==> src/rtl/ddr3_word_port.sv <==
// Single-word (32-bit) request port onto the MIG native app_* interface.
// One transaction in flight; write data replicated across lanes with a per-lane byte mask.
module ddr3_word_port #(
  parameter int WADDR_W    = 27,
  parameter int RD_TIMEOUT = 1023
) (
  input  logic               ui_clk,
  input  logic               ui_clk_sync_rst,
  input  logic               init_calib_complete,
  input  logic               req_valid,
  output logic               req_ready,
  input  logic               req_we,
  input  logic [WADDR_W-1:0] req_addr,
  input  logic [31:0]        req_wdata,
  input  logic [3:0]         req_be,
  output logic               rsp_valid,
  output logic [31:0]        rsp_rdata,
  output logic               rsp_err,
  output logic               fault,
  output logic [27:0]        app_addr,
  output logic [2:0]         app_cmd,
  output logic               app_en,
  input  logic               app_rdy,
  output logic [127:0]       app_wdf_data,
  output logic [15:0]        app_wdf_mask,
  output logic               app_wdf_wren,
  output logic               app_wdf_end,
  input  logic               app_wdf_rdy,
  input  logic [127:0]       app_rd_data,
  input  logic               app_rd_data_valid
);

  localparam int TMR_W = (RD_TIMEOUT > 1) ? $clog2(RD_TIMEOUT) : 1;
  localparam logic [TMR_W-1:0] TMR_LAST = TMR_W'(RD_TIMEOUT - 1);

  typedef enum logic [1:0] {IDLE, WR, RD_CMD, RD_WAIT} state_t;

  state_t             state_reg, state_next;
  logic [TMR_W-1:0]   timer_reg, timer_next;
  logic [1:0]         lane_reg, lane_next;
  logic               fault_reg, fault_next;
  logic               rsp_valid_reg, rsp_valid_next;
  logic               rsp_err_reg, rsp_err_next;
  logic [31:0]        rsp_rdata_reg, rsp_rdata_next;
  logic [27:0]        app_addr_reg, app_addr_next;
  logic [2:0]         app_cmd_reg, app_cmd_next;
  logic               app_en_reg, app_en_next;
  logic               app_wdf_wren_reg, app_wdf_wren_next;
  logic [127:0]       app_wdf_data_reg, app_wdf_data_next;
  logic [15:0]        app_wdf_mask_reg, app_wdf_mask_next;

  logic               accept;
  logic [127:0]       wdata_rep;
  logic [15:0]        be_placed;
  logic [31:0]        rd_lane;

  generate
    for (genvar gi = 0; gi < 4; gi++) begin : g_rep
      assign wdata_rep[32*gi +: 32] = req_wdata;
    end
  endgenerate

  assign be_placed = {12'b0, req_be} << {req_addr[1:0], 2'b00};
  assign rd_lane   = app_rd_data[32*lane_reg +: 32];
  assign req_ready = (state_reg == IDLE) & init_calib_complete & ~fault_reg;
  assign accept    = req_valid & req_ready;

  always_comb begin
    state_next        = state_reg;
    timer_next        = timer_reg;
    lane_next         = lane_reg;
    fault_next        = fault_reg;
    rsp_valid_next    = 1'b0;
    rsp_err_next      = 1'b0;
    rsp_rdata_next    = rsp_rdata_reg;
    app_addr_next     = app_addr_reg;
    app_cmd_next      = app_cmd_reg;
    app_en_next       = app_en_reg;
    app_wdf_wren_next = app_wdf_wren_reg;
    app_wdf_data_next = app_wdf_data_reg;
    app_wdf_mask_next = app_wdf_mask_reg;

    case (state_reg)
      IDLE: begin
        if (accept) begin
          lane_next     = req_addr[1:0];
          app_addr_next = 28'({req_addr[WADDR_W-1:2], 3'b000});
          app_en_next   = 1'b1;
          if (req_we) begin
            app_cmd_next      = 3'b000;
            app_wdf_wren_next = 1'b1;
            app_wdf_data_next = wdata_rep;
            app_wdf_mask_next = ~be_placed;
            state_next        = WR;
          end else begin
            app_cmd_next = 3'b001;
            state_next   = RD_CMD;
          end
        end
      end
      WR: begin
        // Command and data channels retire independently; leave once both have.
        if (app_en_reg & app_rdy)           app_en_next       = 1'b0;
        if (app_wdf_wren_reg & app_wdf_rdy) app_wdf_wren_next = 1'b0;
        if (!app_en_next && !app_wdf_wren_next) state_next = IDLE;
      end
      RD_CMD: begin
        if (app_rdy) begin
          app_en_next = 1'b0;
          timer_next  = '0;
          state_next  = RD_WAIT;
        end
      end
      RD_WAIT: begin
        if (app_rd_data_valid) begin
          rsp_valid_next = 1'b1;
          rsp_rdata_next = rd_lane;
          state_next     = IDLE;
        end else if (timer_reg == TMR_LAST) begin
          // Timeout is terminal: fault blocks further accepts until reset.
          rsp_valid_next = 1'b1;
          rsp_err_next   = 1'b1;
          rsp_rdata_next = '0;
          fault_next     = 1'b1;
          state_next     = IDLE;
        end else begin
          timer_next = timer_reg + 1'b1;
        end
      end
      default: state_next = IDLE;
    endcase
  end

  always_ff @(posedge ui_clk) begin
    if (ui_clk_sync_rst) begin
      state_reg        <= IDLE;
      timer_reg        <= '0;
      lane_reg         <= '0;
      fault_reg        <= 1'b0;
      rsp_valid_reg    <= 1'b0;
      rsp_err_reg      <= 1'b0;
      rsp_rdata_reg    <= '0;
      app_addr_reg     <= '0;
      app_cmd_reg      <= '0;
      app_en_reg       <= 1'b0;
      app_wdf_wren_reg <= 1'b0;
      app_wdf_data_reg <= '0;
      app_wdf_mask_reg <= 16'hFFFF;
    end else begin
      state_reg        <= state_next;
      timer_reg        <= timer_next;
      lane_reg         <= lane_next;
      fault_reg        <= fault_next;
      rsp_valid_reg    <= rsp_valid_next;
      rsp_err_reg      <= rsp_err_next;
      rsp_rdata_reg    <= rsp_rdata_next;
      app_addr_reg     <= app_addr_next;
      app_cmd_reg      <= app_cmd_next;
      app_en_reg       <= app_en_next;
      app_wdf_wren_reg <= app_wdf_wren_next;
      app_wdf_data_reg <= app_wdf_data_next;
      app_wdf_mask_reg <= app_wdf_mask_next;
    end
  end

  assign rsp_valid    = rsp_valid_reg;
  assign rsp_rdata    = rsp_rdata_reg;
  assign rsp_err      = rsp_err_reg;
  assign fault        = fault_reg;
  assign app_addr     = app_addr_reg;
  assign app_cmd      = app_cmd_reg;
  assign app_en       = app_en_reg;
  assign app_wdf_wren = app_wdf_wren_reg;
  assign app_wdf_end  = app_wdf_wren_reg;
  assign app_wdf_data = app_wdf_data_reg;
  assign app_wdf_mask = app_wdf_mask_reg;

endmodule

==> config.mk <==
export PLATFORM = sky130hd
export DESIGN_NAME = ddr3_word_port
export DESIGN_NICKNAME = d
export VERILOG_FILES = /design/src/rtl/ddr3_word_port.sv
export SDC_FILE = /design/constraint.sdc
export NUM_CORES = 1
export LEC_CHECK = 0
export BUFFER_PORTS_ARGS = -buffer_cell sky130_fd_sc_hd__buf_4
export CORE_MARGIN = 4
export CORE_UTILIZATION = 25
export CTS_CLUSTER_DIAMETER = 200
export CTS_CLUSTER_SIZE = 8
export DETAILED_ROUTE_END_ITERATION = 10
export GPL_ROUTABILITY_DRIVEN = 1
export PLACE_DENSITY_LB_ADDON = 0.2
export SLEW_MARGIN = 0
export SYNTH_ARGS = -nofsm -noshare
export SYNTH_HDL_FRONTEND = slang
export SYNTH_SLANG_ARGS = --single-unit
export TNS_END_PERCENT = 1
==> constraint.sdc <==
create_clock -name ui_clk -period 2 [get_ports ui_clk]
set_input_delay 0.4 -clock ui_clk [delete_from_list [all_inputs] [get_ports ui_clk]]
set_output_delay 0.4 -clock ui_clk [all_outputs]
set_load 0.03 [all_outputs]
==> flow_summary_export.csv <==
group,metric,value,unit
synth,syn_area,6170,um^2
die,initial_core_util,0.254,
detailed_routing,viasPerCell,4.48,
timing,period_share,0.929,
critical_path,critPathKind,"reg -> reg",
detailed_routing,postRouteAntennaNets,0,
global_route,first_global_vias,5665,
critical_path,arrival,2.19,ns
synth,synthArstFlopShare,0,
final_layout,finalNetCount,1173,
synth,syn-instance-count,667,
detailed_routing,drc_errors,0,
global_route,grt_pass1_wl,31400,um
detailed_routing,dr.pass1.iters,4,
clocking,clkLatencyLatePin,0.42,ns
job,drv_cap,0,
detailed_routing,finalWirelength,22000,um
synth,synth_common_cells,"nand2_1 (126), dfxtp_1 (125), buf_4 (106)",
detailed_routing,wl_per_cell,16.8,um
synth,synth_ff_type,"dfxtp_1",
final_layout,area_growth,53.5,%
die,row_count,57,
global_route,antenna_found_initial,0,
clocking,clk_pin_slew,0.07,ns
synth,yosys-top-cells-area,"dfxtp_1 (41%), buf_4 (13%), mux4_2 (12%), nand2_1 (7.7%), a21oi_1 (5.6%)",
power,vdd_drop_max,0.000492,V
synth,synth-edff-count,0,
final_layout,fillerInstances,2537,
power,powerDensity,722,nW/um^2
final_layout,drive_above_1_share,0.512,
synth,synth_most_common_cell,"nand2_1",
critical_path,critPathRequiredTime,2.34,ns
final_layout,n_antenna_cell,0,
die,pin_count,413,
die,die_area,27300,um^2
clocking,ctsResizeCount,0,
placed_design,place_congestion,0.790,
clocking,cts_buffer_depth,2,
timing,setup_viol,0,
timing,rsz0062_at_grt,"false",
die,die-height,165,um
clocking,cts_root_buf,"clkbuf_16",
global_route,grt_start_max_net_pins,47,
clocking,htree_levels,4,
placed_design,numPortBuffers,407,
timing,skew,0.0145,ns
synth,yosysTopAreaCell,"dfxtp_1",
synth,ys_warn_count,0,
timing,hold_violations,0,
die,coreArea,24300,um^2
clocking,cts_sinks,125,
detailed_routing,vias,5866,
timing,max_freq,0.538,GHz
run_status,status,"completed",
global_route,grt-ovfl-total,0,
clocking,cts_hold_buf,0,
placed_design,dp_hpwl,17100,um
critical_path,end_kind,"register",
clocking,cts_tree,"built",
die,die_x,165,um
clocking,cts_buffers,17,
timing,final_max_slew_viol_count,0,
critical_path,start_kind,"register",
hold_path,hp-class,"in -> reg",
detailed_routing,drt_iter0_drc,239,
timing,fin_hold_ws,0.224,ns
synth,yosysSeqAreaShare,0.406,
clocking,post-cts-setup-buffer-count,0,
power,leakage,0.00433,uW
synth,avgSynthCellArea,9.25,um^2
synth,netlist.area_leader.share,0.406,
global_route,track_usage,0.150,
synth,synth_cell_types,50,
synth,postSynthRegisterBits,125,
timing,fin_crit,1.86,ns
timing,setup_tns,0,ns
critical_path,crit_path_max_fanout,5,
[final timing paths]
| kind | from | endpoint | slack [ns] | depth (start not counted) |
|---|---|---|---|---|
| max | timer_reg[0]$_SDFFE_PP0P_ | timer_reg[6]$_SDFFE_PP0P_ | 0.14 | 6 |
| min | req_addr[21] | app_addr[22]$_SDFFE_PP0P_ | 0.22 | 3 |
| max reg2reg | timer_reg[0]$_SDFFE_PP0P_ | timer_reg[6]$_SDFFE_PP0P_ | 0.14 | 6 |
| min reg2reg | app_addr[23]$_SDFFE_PP0P_ | app_addr[23]$_SDFFE_PP0P_ | 0.45 | 2 |
[cell type report]
type,instances,area [um^2],area share
timing repair buffer,429,3280,0.346
multi-input combinational,396,2690,0.284
sequential,125,2500,0.264
clock buffer,17,425,0.0449
tap,324,405,0.0428
clock inverter,15,155,0.0164
inverter,3,11.3,0.00119
[power breakdown]
group | switching (uW) | total (uW) | internal (uW)
logic | 591 | 1170 | 581
registers | 62.9 | 2620 | 2550
clock network | 1290 | 3050 | 1760
[routing by layer]
| metal | wire length [um] | GRT usage |
|---|---|---|
| met5 | 0 | 0 |
| met4 | 253 | 0.0382 |
| met3 | 2170 | 0.0536 |
| met2 | 11500 | 0.273 |
| met1 | 8050 | 0.165 |
[worst max-delay path: stages, from the launching register on]
cell and delay (ns):
dfxtp_1 0.33, inv_1 0.06, ha_1 0.21, and4_1 0.28, a311oi_4 0.39, or3b_1 0.38, a21oi_1 0.14
[metrics by stage]
stage	cells	worst slack [ns]	util	instance area, um^2	power, uW
final	1309	0.142	0.390	9480	6840
after global routing	1309	0.0505	0.390	9480	7170
after CTS	1309	0.137	0.390	9480	6990
after detailed placement	1277	0.173	0.366	8890	3870
after global placement	1277	0.190	0.366	8890	3860
after floorplan	671	0.0402	-	6190	3340
[cells by family (layout without fill, tap and decap cells)]
group	Yosys count	after routing	share of synthesized area
other	1	5	0.000608
adders and majority gates	2	2	0.00405
DFF	125	125	0.406
muxes	32	32	0.117
AOI/OAI and AO/OA	145	145	0.157
buffers and inverters	150	464	0.163
and+or+nand+nor	212	212	0.153
[placed cells by master (no fill, tap or decap), types with 2 or more instances in the layout]
| master | n |
|---|---|
| nor3_1 | 5 |
| nand3b_1 | 3 |
| nor2b_1 | 4 |
| nand2_1 | 126 |
| buf_12 | 5 |
| nor2_1 | 31 |
| and2_1 | 3 |
| a21oi_1 | 69 |
| a22o_1 | 32 |
| o21bai_1 | 16 |
| clkbuf_16 | 17 |
| mux4_2 | 32 |
| conb_1 | 5 |
| ha_1 | 2 |
| and4_1 | 2 |
| clkinv_4 | 5 |
| and3_2 | 2 |
| nand2b_1 | 2 |
| a31o_2 | 2 |
| inv_6 | 4 |
| and3_1 | 12 |
| o21a_1 | 2 |
| nand4_1 | 5 |
| a311oi_1 | 2 |
| dfxtp_1 | 124 |
| o21ai_0 | 6 |
| inv_1 | 3 |
| nand3_1 | 8 |
| a31oi_1 | 6 |
| inv_8 | 3 |
| buf_4 | 424 |
(Power assumes the default switching activity.)
